[config.mk]
export PLATFORM = sky130hd
export DESIGN_NAME = lsu_bus
export DESIGN_NICKNAME = d
export VERILOG_FILES = /design/src/rtl/lsu_bus.sv
export SDC_FILE = /design/constraint.sdc
export NUM_CORES = 1
export LEC_CHECK = 0
export CAP_MARGIN = 20
export CORE_UTILIZATION = 45
export CTS_CLUSTER_DIAMETER = 150
export DETAILED_ROUTE_END_ITERATION = 8
export PLACE_DENSITY = 0.83
export SLEW_MARGIN = 20
export SYNTH_ARGS = -nofsm -noshare
export SYNTH_HDL_FRONTEND = slang
export SYNTH_SLANG_ARGS = --single-unit
[constraint.sdc]
create_clock -name clk -period 3.1 [get_ports clk]
set_clock_uncertainty 0.15 [all_clocks]
set_input_delay 0.775 -clock clk [delete_from_list [all_inputs] [get_ports clk]]
set_output_delay 0.775 -clock clk [all_outputs]
set_load 0.03 [all_outputs]
[src/rtl/lsu_bus.sv]
// lsu_bus: single-outstanding load/store unit bridging core requests onto a word-wide memory bus.
module lsu_bus #(
    parameter int DATA_WIDTH = 64,
    parameter int ADDR_WIDTH = 64,
    parameter int TIMEOUT    = 0
) (
    input  logic                    clk,
    input  logic                    rst,
    input  logic                    req_valid,
    output logic                    req_ready,
    input  logic                    req_wen,
    input  logic [2:0]              req_func3,
    input  logic [ADDR_WIDTH-1:0]   req_addr,
    input  logic [DATA_WIDTH-1:0]   req_wdata,
    output logic                    resp_valid,
    output logic [DATA_WIDTH-1:0]   resp_rdata,
    output logic                    resp_err,
    output logic                    mem_valid,
    input  logic                    mem_ready,
    output logic                    mem_wen,
    output logic [ADDR_WIDTH-1:0]   mem_addr,
    output logic [DATA_WIDTH/8-1:0] mem_wstrb,
    output logic [DATA_WIDTH-1:0]   mem_wdata,
    input  logic [DATA_WIDTH-1:0]   mem_rdata
);
    localparam int BW = DATA_WIDTH / 8;
    localparam int OW = $clog2(BW);

    typedef enum logic [1:0] {IDLE, BUS, RESP} state_t;

    state_t                state, state_n;
    logic [ADDR_WIDTH-1:0] addr_q;
    logic [DATA_WIDTH-1:0] wdata_q, rdata_q;
    logic [2:0]            func3_q;
    logic                  wen_q, err_q;
    logic [31:0]           cnt_q;

    logic [3:0]            req_size;
    logic [2:0]            amask;
    logic                  illegal, expire;
    logic [OW-1:0]         off;
    logic [BW-1:0]         strb;
    logic [DATA_WIDTH-1:0] bmask, topbit, shifted, ext;

    assign req_size = 4'd1 << req_func3[1:0];
    assign amask    = 3'(req_size - 4'd1);
    assign illegal  = (|(req_addr[2:0] & amask)) | (req_size > 4'(BW)) | (req_wen & req_func3[2]);

    assign off       = addr_q[OW-1:0];
    assign strb      = (func3_q[1:0] == 2'd0 ? BW'(1) :
                        func3_q[1:0] == 2'd1 ? BW'(3) :
                        func3_q[1:0] == 2'd2 ? BW'(4'hF) : '1) << off;
    assign mem_addr  = addr_q & ~ADDR_WIDTH'(BW - 1);
    assign mem_wdata = wdata_q << {off, 3'b000};

    // Loaded value is truncated with a byte mask; its top bit drives sign fill.
    assign bmask   = func3_q[1:0] == 2'd0 ? DATA_WIDTH'(8'hFF) :
                     func3_q[1:0] == 2'd1 ? DATA_WIDTH'(16'hFFFF) :
                     func3_q[1:0] == 2'd2 ? DATA_WIDTH'(32'hFFFF_FFFF) : '1;
    assign topbit  = bmask ^ (bmask >> 1);
    assign shifted = mem_rdata >> {off, 3'b000};
    assign ext     = (shifted & bmask) | ((!func3_q[2] && |(shifted & topbit)) ? ~bmask : '0);

    assign expire  = (TIMEOUT > 0) && (cnt_q == 32'(TIMEOUT - 1));

    always_comb begin
        state_n    = state;
        req_ready  = 1'b0;
        mem_valid  = 1'b0;
        mem_wen    = 1'b0;
        mem_wstrb  = '0;
        resp_valid = 1'b0;
        resp_err   = 1'b0;
        resp_rdata = '0;
        case (state)
            IDLE: begin
                req_ready = 1'b1;
                state_n   = req_valid ? (illegal ? RESP : BUS) : IDLE;
            end
            BUS: begin
                mem_valid = 1'b1;
                mem_wen   = wen_q;
                mem_wstrb = strb;
                state_n   = (mem_ready || expire) ? RESP : BUS;
            end
            RESP: begin
                resp_valid = 1'b1;
                resp_err   = err_q;
                resp_rdata = rdata_q;
                state_n    = IDLE;
            end
            default: state_n = IDLE;
        endcase
    end

    always_ff @(posedge clk) begin
        if (rst) begin
            state   <= IDLE;
            addr_q  <= '0;
            wdata_q <= '0;
            rdata_q <= '0;
            func3_q <= '0;
            wen_q   <= 1'b0;
            err_q   <= 1'b0;
            cnt_q   <= '0;
        end else begin
            state <= state_n;
            if (state == IDLE && req_valid) begin
                addr_q  <= req_addr;
                wdata_q <= req_wdata;
                func3_q <= req_func3;
                wen_q   <= req_wen;
                err_q   <= illegal;
                rdata_q <= '0;
                cnt_q   <= '0;
            end
            if (state == BUS) begin
                cnt_q <= cnt_q + 32'd1;
                if (mem_ready) begin
                    err_q   <= 1'b0;
                    rdata_q <= wen_q ? '0 : ext;
                end else if (expire) begin
                    err_q <= 1'b1;
                end
            end
        end
    end
endmodule

==> flow_metrics.env <==
export IMPL_cp_end_kind="output port"
export IMPL_drt_iter0_markers=1267
export IMPL_crit_type="flop to output port"
export IMPL_die_area_um2=27110
export IMPL_p_leak_nw=6.330
export IMPL_grt_pass1_vias=11260
export IMPL_whs_ps=304.3
export IMPL_critical_path_required_ps=2170
export IMPL_hold_path_depth=2
export IMPL_async_flop_share=0
export IMPL_synth_flop_cell="dfxtp_1"
export IMPL_hold_start="addr_q[3]$_SDFFE_PP0P_"
export IMPL_final_nets=1975
export IMPL_finalSetupTns_ps=0
export IMPL_crit_fanout=21
export IMPL_p_seq_frac=0.390
export IMPL_cts_tree="built"
export IMPL_synthCells=1494
export IMPL_use_met1=0.3985
export IMPL_finalNonFillerCells=2124
export IMPL_clock_power_share=0.307
export IMPL_synthTopCellsByArea="dfxtp_1 33%, nand2_1 11%, mux2i_1 10%, a21oi_1 7.0%, buf_4 5.4%"
export IMPL_relSlewSlack=0.5058
export IMPL_layout_drive_gt1_share=0.1572
export IMPL_gp_congestion=0.9478
export IMPL_syn_to_final_growth_pct=40.32
export IMPL_powerDensity_nw_per_um2=429.3
export IMPL_wl_per_cell_um=20.49
export IMPL_clkSlewWorstSetupHoldPaths_ps=80
export IMPL_min_period_over_period=0.9710
export IMPL_portBuffers=401
export IMPL_grtUsageMet2=0.5025
export IMPL_clock_sinks=199
export IMPL_yosys_cell_count_top_type="nand2_1"
export IMPL_fmax_mhz=332.2
export IMPL_die_x_um=164.6
export IMPL_cts_root_buffer="clkbuf_16"
export IMPL_reg2reg_to="rdata_q[22]$_SDFF_PP0_"
export IMPL_yosysWarningCount=0
export IMPL_sw_frac_of_total=0.3480
export IMPL_drc=0
export IMPL_start_util=0.4581
export IMPL_synth_commonest_cells="333 x nand2_1, 199 x dfxtp_1, 167 x a21oi_1"
export IMPL_ys_ff_latch=199
export IMPL_core_area_um2=25980
export IMPL_comb_power_share=0.303
export IMPL_p_int_mw=4.676
export IMPL_clock_latency_ps=430
export IMPL_overflow=0
export IMPL_drv_slew=0
export IMPL_ios=405
export IMPL_grt_pass1_wl_mm=64.57
export IMPL_num_rows=59
export IMPL_h_tree_depth=4
export IMPL_syn_avg_cell_area_um2=7.968
export IMPL_cts_max_path_buffers=2
export IMPL_crit_arrival_ps=2090
export IMPL_place_worst_setup_slack_ps=115.0
export IMPL_hold_viol=0
export IMPL_gr_usage_met3=0.06881
export IMPL_final_min_clock_period_ps=3010
export IMPL_r2r_worst_path_cells=8
export IMPL_synthesis_area_um2=11900
export IMPL_ant_nets=0
export IMPL_drt_total_wl_mm=43.53
export IMPL_r2r_start="addr_q[2]$_SDFFE_PP0P_"
export IMPL_vdd_ir_drop_worst_uv=331.5
export IMPL_synth_top_area_share=0.3347
export IMPL_die_h_um=164.6
export IMPL_hpwl_mm=31.11
export IMPL_synth_yosys_seq_area_share=0.3347
export IMPL_rsz0062_at_grt="no"
export IMPL_synth_cell_type_count=49
export IMPL_min_to="addr_q[3]$_SDFFE_PP0P_"
export IMPL_grt_busiest_layer="met2"
export IMPL_track_usage=0.3108
export IMPL_rrSetupSlack_ps=460
export IMPL_grt_antenna_before_repair=0
export IMPL_worstHoldPathType="flop to flop"
export IMPL_setup_slack_ps=89.75
export IMPL_max_cap_violations=0
export IMPL_yosysTopAreaCell="dfxtp_1"
export IMPL_grt_max_degree=83
export IMPL_p_sw_mw=2.496
export IMPL_dp_cells=2082
export IMPL_status="complete, no violations"
export IMPL_vias_per_cell=5.774
export IMPL_setup_viol=0
export IMPL_firstDrtPassIters=6
export IMPL_num_vias=12270
export IMPL_synth_edf_count=0
export IMPL_worst_pin_slew_ps=739.5
export IMPL_critPathLaunchType="flop"
export IMPL_cts_buffers=17
==> critical path, stage by stage, from the launching register on <==
cell and delay (ps):
dfxtp_4 400, buf_16 180, buf_8 220, o22ai_1 90, nor2_1 120, a31oi_1 60
nor3_1 350, buf_4 240
==> routing by layer <==
layer | vias up | part of all wire
li1 | 5678 | -
met1 | 5819 | 0.40
met2 | 678 | 0.47
met3 | 90 | 0.093
met4 | 0 | 0.034
met5 | - | 0
==> flip-flops by register name, indices dropped and copies added, names as in the netlist <==
register / count
state: 2
wdata_q: 64
addr_q: 64
func3_q: 3
rdata_q: 64
wen_q: 1
err_q: 1
==> final cells by class <==
| cell class | instances | area [µm²] |
|---|---|---|
| clock inverter | 14 | 140.1 |
| sequential | 199 | 3995 |
| inverter | 8 | 30.03 |
| tap | 335 | 419.2 |
| antenna | 2 | 5.005 |
| multi-input combinational | 1088 | 6750 |
| clock buffer | 17 | 425.4 |
| fill | 2169 | 9281 |
| timing repair buffer | 461 | 4938 |
==> cell families after synthesis <==
family | after synthesis | share of synthesized area
AND/OR/NAND/NOR | 532 | 0.1982
other | 1 | 0.0003150
flip-flops | 199 | 0.3347
buffers and inverters | 209 | 0.1036
AO/OA/AOI/OAI | 376 | 0.2021
multiplexers | 177 | 0.1610
==> cell usage in the layout, fill, tap and decap left out, types with 4 or more instances in the layout <==
cell             count
and2_1              75
o21ai_0             58
or2_1                4
buf_12              53
a22o_1              14
a21o_1              10
clkbuf_16           18
a21oi_1            167
nor2b_1             20
o22ai_1             24
nand3b_1             7
dlygate4sd2_1       24
nor3_1               5
nand2_1            333
a22oi_1              9
inv_1                8
mux4_2               7
mux2_2              46
inv_8                4
buf_4              114
a211oi_1            15
dfxtp_1            196
a32o_1              48
nor2_1              68
o221ai_1            16
mux2i_1            124
clkdlybuf4s50_1    261
==> per-stage QoR <==
step,power (mW),cell area [µm²],utilization
floorplan,4.144,11920,-
detailed placement,4.966,15940,0.6135
finish,7.172,16700,0.6428
global route,7.444,16700,0.6426
CTS,7.153,16620,0.6396
global placement,4.935,15940,0.6135
==> timing repair <==
item | in CTS | in global routing
buffers inserted | 2 | 4
gates cloned | 2 | 1
resized for setup | 37 | 4
endpoints found under the setup margin | 54 | 13
hold buffers | 0 | 0
==> power by group through the flow <==
stage | combinational (mW) | sequential (mW) | clock [mW]
6_report | 2.17 | 2.80 | 2.20
5_1_grt | 2.30 | 2.82 | 2.33
4_1_cts | 2.13 | 2.80 | 2.22
3_5_place_dp | 2.10 | 2.87 | 0
3_3_place_gp | 2.08 | 2.86 | 0
2_1_floorplan | 1.33 | 2.81 | 0
==> worst max path at each step <==
stage | startpoint | end | slack, ps | cells past startpoint
floorplan | addr_q[2]$_SDFFE_PP0P_ | mem_wdata[24] | 130 | 7
global placement | addr_q[0]$_SDFFE_PP0P_ | mem_wdata[2] | 150 | 4
detailed placement | mem_rdata[63] | rdata_q[59]$_SDFF_PP0_ | 110 | 7
CTS | addr_q[1]$_SDFFE_PP0P_ | mem_wdata[50] | 30 | 6
global route | addr_q[1]$_SDFFE_PP0P_ | mem_wdata[50] | 30 | 7
finish | addr_q[1]$_SDFFE_PP0P_ | mem_wstrb[6] | 90 | 7
No activity file was read; power rests on OpenSTA's default activity.
